### src/rtl/mem_stream_loader.sv
// Byte-stream program loader: framed commands on a valid/ready byte port become IMEM word / DMEM doubleword writes.
// Optional trailer checksum per frame when LOADER_CHECKSUM_EN is defined.
module mem_stream_loader #(
  parameter int IADDR_W = 10,
  parameter int DADDR_W = 10
) (
  input  logic               clk,
  input  logic               rst,
  input  logic               in_valid,
  input  logic [7:0]         in_data,
  output logic               in_ready,
  output logic               imem_we,
  output logic [IADDR_W-1:0] imem_addr,
  output logic [31:0]        imem_wdata,
  output logic               dmem_we,
  output logic [DADDR_W-1:0] dmem_addr,
  output logic [63:0]        dmem_wdata,
  output logic               core_hold,
  output logic               busy,
  output logic               err
);

  typedef enum logic [3:0] {
    IDLE, LEN0, LEN1, ADR0, ADR1, PAYLD, WRITE, RUN, CSUM
  } state_t;

`ifdef LOADER_CHECKSUM_EN
  localparam state_t END_STATE = CSUM;
  logic [7:0] csum;
  logic       csum_bad;
`else
  localparam state_t END_STATE = IDLE;
`endif

  state_t      state;
  logic        is_dmem;
  logic [7:0]  len_lo;
  logic [7:0]  addr_lo;
  logic [15:0] remaining;
  logic [63:0] asm_q;
  logic [2:0]  bcnt;

  logic [15:0] addr_full;
  logic [63:0] asm_next;
  logic [2:0]  last_idx;

  assign addr_full = {in_data, addr_lo};
  assign asm_next  = {in_data, asm_q[63:8]};
  assign last_idx  = is_dmem ? 3'd7 : 3'd3;

  // Handshake and busy are pure decodes of the state register.
  assign in_ready = (state != WRITE);
  assign busy     = (state != IDLE) && (state != RUN);

  always_ff @(posedge clk) begin
    if (rst) begin
      state      <= IDLE;
      is_dmem    <= 1'b0;
      len_lo     <= '0;
      addr_lo    <= '0;
      remaining  <= '0;
      asm_q      <= '0;
      bcnt       <= '0;
      imem_we    <= 1'b0;
      imem_addr  <= '0;
      imem_wdata <= '0;
      dmem_we    <= 1'b0;
      dmem_addr  <= '0;
      dmem_wdata <= '0;
      core_hold  <= 1'b1;
      err        <= 1'b0;
`ifdef LOADER_CHECKSUM_EN
      csum       <= '0;
      csum_bad   <= 1'b0;
`endif
    end else begin
      // NOTE: strobes default low every cycle with non-blocking assignment; only the PAYLD->WRITE edge raises them.
      imem_we <= 1'b0;
      dmem_we <= 1'b0;
      case (state)
        IDLE, RUN: begin
          state <= IDLE;
          if (in_valid) begin
            case (in_data)
              8'h01: begin is_dmem <= 1'b0; core_hold <= 1'b1; state <= LEN0; end
              8'h02: begin is_dmem <= 1'b1; core_hold <= 1'b1; state <= LEN0; end
              8'h03: begin
                state <= RUN;
`ifdef LOADER_CHECKSUM_EN
                core_hold <= csum_bad;
`else
                core_hold <= 1'b0;
`endif
              end
              8'h04:   core_hold <= 1'b1;
              default: err <= 1'b1;
            endcase
          end
        end
        LEN0: if (in_valid) begin len_lo <= in_data; state <= LEN1; end
        LEN1: if (in_valid) begin remaining <= {in_data, len_lo}; state <= ADR0; end
        ADR0: if (in_valid) begin addr_lo <= in_data; state <= ADR1; end
        ADR1: if (in_valid) begin
          // Start address is aligned to the unit size; the low bits of ADDR are dropped.
          if (is_dmem) dmem_addr <= DADDR_W'(addr_full & 16'hFFF8);
          else         imem_addr <= IADDR_W'(addr_full & 16'hFFFC);
          bcnt  <= '0;
          asm_q <= '0;
`ifdef LOADER_CHECKSUM_EN
          csum  <= '0;
`endif
          state <= (remaining == 16'd0) ? END_STATE : PAYLD;
        end
        PAYLD: if (in_valid) begin
          asm_q <= asm_next;
          bcnt  <= bcnt + 3'd1;
`ifdef LOADER_CHECKSUM_EN
          csum  <= csum + in_data;
`endif
          if (bcnt == last_idx) begin
            bcnt  <= '0;
            state <= WRITE;
            if (is_dmem) begin
              dmem_we    <= 1'b1;
              dmem_wdata <= asm_next;
            end else begin
              imem_we    <= 1'b1;
              imem_wdata <= asm_next[63:32];
            end
          end
        end
        WRITE: begin
          if (is_dmem) dmem_addr <= dmem_addr + DADDR_W'(8);
          else         imem_addr <= imem_addr + IADDR_W'(4);
          remaining <= remaining - 16'd1;
          state     <= (remaining == 16'd1) ? END_STATE : PAYLD;
        end
`ifdef LOADER_CHECKSUM_EN
        CSUM: if (in_valid) begin
          csum_bad <= (in_data != csum);
          if (in_data != csum) err <= 1'b1;
          state <= IDLE;
        end
`endif
        default: state <= IDLE;
      endcase
    end
  end

endmodule

### config.mk
export PLATFORM = sky130hd
export DESIGN_NAME = mem_stream_loader
export DESIGN_NICKNAME = d
export VERILOG_FILES = /design/src/rtl/mem_stream_loader.sv
export SDC_FILE = /design/constraint.sdc
export NUM_CORES = 1
export LEC_CHECK = 0
export CAP_MARGIN = 20
export CORE_MARGIN = 2
export CORE_UTILIZATION = 53
export CTS_CLUSTER_DIAMETER = 200
export CTS_CLUSTER_SIZE = 8
export DETAILED_ROUTE_END_ITERATION = 6
export GPL_TIMING_DRIVEN = 1
export HOLD_SLACK_MARGIN = 0.1
export PLACE_DENSITY = 0.81
export SYNTH_ARGS = -nofsm -noshare
export SYNTH_HDL_FRONTEND = slang
export SYNTH_SLANG_ARGS = --single-unit
### constraint.sdc
create_clock -name clk -period 2 [get_ports clk]
set_input_delay 0.4 -clock clk [delete_from_list [all_inputs] [get_ports clk]]
set_output_delay 0.4 -clock clk [all_outputs]
set_load 0.005 [all_outputs]
==> metrics.md, run 1 <==
| Metric | Value |
|---|---|
| Setup WS pre-CTS | -0.181 ns |
| Static Leak | 3.77 nW |
| Ys Warns | 0 |
| Wire per inst | 16.2 µm |
| Run status | finished clean |
| Final WS setup | 0.0432 ns |
| Core footprint | 15300 µm² |
| Comb power frac | 0.175 |
| GRT Util Overall | 0.259 |
| Antenna violations before repair | 0 |
| Cell variety after synth | 60 |
| Switching power | 2.82 mW |
| Reg power frac | 0.426 |
| Via density | 5.64 |
| Worst vdd ir | 672 µV |
| Setup TNS | 0 ns |
| Clock sinks | 208 |
| CP endpoint kind | output pin |
| Post-detailed-route DRC marker count | 0 |
| Clk buf depth | 3 |
| Cell Area, Synth | 8370 µm² |
| Chip width | 130 µm |
| Skew final | 0.00777 ns |
| Synth Instances | 1057 |
| Mean Syn Cell Area | 7.92 µm² |
| Number of synthesized flops with an enable pin | 0 |
| Clock Tree Root | clkbuf_16 |
| Initial drt markers | 691 |
| Worst-Skew Late Latency | 0.51 ns |
| Worst-path clk slew | 0.05 ns |
| P&R area growth vs syn | 30.6% |
| Pwr Total | 10.3 mW |
| Start point of the worst hold path | rst |
| Antenna diodes | 0 |
| Cells on Worst Hold Path | 2 |
| Pwr dens | 946 nW/µm² |
| Yosys reg bits | 208 |
| Sw Ratio | 0.272 |
| Asr flop ratio synth | 0 |
| Final instance area | 10900 µm² |
| Fmax | 511 MHz |
| Crit path buffers/inverters | 2 |
| Pre-antenna DRT Iters | 5 |
| Routability Congestion | 0.878 |
| WL final | 22.7 mm |
| Final Util | 0.714 |
| Tmin final | 1.96 ns |
| Final setup fails | 0 |
| H-Tree Depth | 1 |
| CP max FO | 6 |
| Final hold vios | 0 |
| Sequential fraction of the synthesis area | 0.497 |
| Cell Chain, Critical Path | buf_4 -> and3_1 -> nor2_2 -> clkdlybuf4s15_1 |
| # IOs | 133 |
| Largest net degree at the start of global routing | 56 |
| Crit Path Category | flip-flop to output pin |
| Required @ worst endpoint | 1.60 ns |
| Slew Limit Fails | 0 |
| MaxCap Viol Count | 0 |
| Worst Path Arrival | 1.56 ns |
| Layout Nets | 1211 |
| Period utilization | 0.978 |
| Full die area | 16800 µm² |
| GRT overflow | 0 |
| Post-CTS Hold Fix Bufs | 0 |
| Slowest stage cell, crit path | dfxtp_4 |
| Number of global-route vias before repair | 7112 |
| Port buffer count | 127 |
| Via Count | 7913 |
| Power Internal | 7.52 mW |
| Dpl hpwl | 14.7 mm |
| FF-to-FF End | remaining[11] |
| Worst hold path type | input port to flip-flop |
| Num rows | 45 |
| Post-DP Area | 10100 µm² |
| RSZ-0062 raised after global routing | no |
| Clock network fraction of total power | 0.399 |
| ANT nets after route | 0 |
| Die Y | 130 µm |
| R2R Path Start | remaining[0] |
| First-pass GRT wire length | 35.5 mm |
| Layout cells sized above 1 | 0.0998 |
| R2R cell count | 5 |
| Min-Delay Endpoint | imem_we |
| Slowest stage delay, CP | 0.36 ns |
| CP top delay family | buffers and inverters |
| CTS buffer count | 29 |
| CTS tree | built |
| Main synth FF type | dfxtp_1 |
| Flop2flop setup slack | 0.14 ns |
| Worst setup SP type | flip-flop |
| Starting Density | 0.547 |
-- state kept, by name, summed over array words and instances, names as in the netlist --
signal      cells
addr_lo         6
asm_q          56
bcnt            3
core_hold       1
dmem_addr       7
dmem_wdata     64
dmem_we         1
err             1
imem_addr       8
imem_wdata     32
imem_we         1
is_dmem         1
len_lo          8
remaining      16
state           3
-- repair_timing --
action,CTS,global route
pin swaps,0,1
endpoints found under the setup margin,2,1
hold endpoints to repair,0,0
gates resized for setup,7,6
setup buffers,1,6
-- power by group through the flow --
| stage | registers (mW) | logic, mW | clock network, mW |
|---|---|---|---|
| global placement | 4.47 | 1.63 | 0 |
| floorplan | 4.41 | 1.17 | 0 |
| global route | 4.40 | 1.96 | 4.34 |
| finish | 4.40 | 1.81 | 4.13 |
| CTS | 4.41 | 1.65 | 4.17 |
| detailed placement | 4.47 | 1.65 | 0 |
-- final cells by class --
cell class                      count  area (µm²)
Fill cell                        1192        4380
Sequential cell                   208        4180
Multi-Input combinational cell    756        3820
Timing Repair Buffer              192        1910
Clock buffer                       29         726
Tap cell                          211         264
Inverter                            7        28.8
-- stage by stage --
step	cells	hold WS (ns)
4_1_cts	1397	0.272
3_3_place_gp	1367	0.441
3_5_place_dp	1367	0.448
5_1_grt	1403	0.283
2_1_floorplan	1061	0.432
6_report	1403	0.275
-- routing by layer --
| layer | global-route usage | share of wire |
|---|---|---|
| met1 | 0.356 | 0.44 |
| met2 | 0.425 | 0.48 |
| met3 | 0.0421 | 0.059 |
| met4 | 0.0708 | 0.021 |
| met5 | 0 | 0 |
-- synth_stat cells (all sizes together) (7+ instances only) --
| cell | instances | area [µm²] |
|---|---|---|
| a21oi | 177 | 886 |
| a22oi | 7 | 52.6 |
| a31oi | 7 | 43.8 |
| and3 | 8 | 50.1 |
| buf | 44 | 234 |
| clkbuf | 46 | 173 |
| dfxtp | 208 | 4160 |
| inv | 7 | 26.3 |
| mux2i | 16 | 160 |
| nand2 | 283 | 1060 |
| nand3 | 70 | 350 |
| nor2 | 57 | 221 |
| nor3 | 19 | 100 |
| o21ai | 24 | 124 |
-- how the worst max path moves through the flow --
stage | start | end | cells past startpoint
after floorplan | in_valid | imem_wdata[10] | 9
after global placement | in_valid | imem_addr[4] | 7
after detailed placement | in_valid | dmem_wdata[16] | 7
after CTS | state[0] | in_ready | 3
after global routing | state[1] | busy | 4
final | state[1] | busy | 4
-- cell usage in the layout (no fill, tap or decap), types with 4 or more instances in the layout --
cell and instances:
ha_1 6, nor2_1 55, or3_1 4, buf_4 53
nand2_1 283, clkdlybuf4s50_1 124, buf_12 12, and3_1 7
a21oi_1 177, dfxtp_1 205, a22oi_1 7, o31ai_1 6
nor3_1 17, nand3_1 68, a31oi_1 7, o21bai_1 5
conb_1 5, o21ai_0 21, mux2i_1 16, a211oi_1 5
clkbuf_16 29, inv_1 5
-- cells by family (layout without fill, tap and decap cells) --
logic type	Yosys count	count (layout)	share of synthesized area
compound gates	256	256	0.173
other cells	1	5	0.000448
buf+inv	97	228	0.0517
xor+xnor	4	4	0.00419
fa+ha+maj	6	6	0.00897
mux	16	16	0.0191
simple gates	469	469	0.245
flops	208	208	0.497
Power figures use the tool's default switching activity.
==> run 2: changes to the inputs <==
Settings changed: SLEW_MARGIN set to 0.
==> results of run 2 <==
The final DEF is identical to that of run 1; final timing and power are the same.
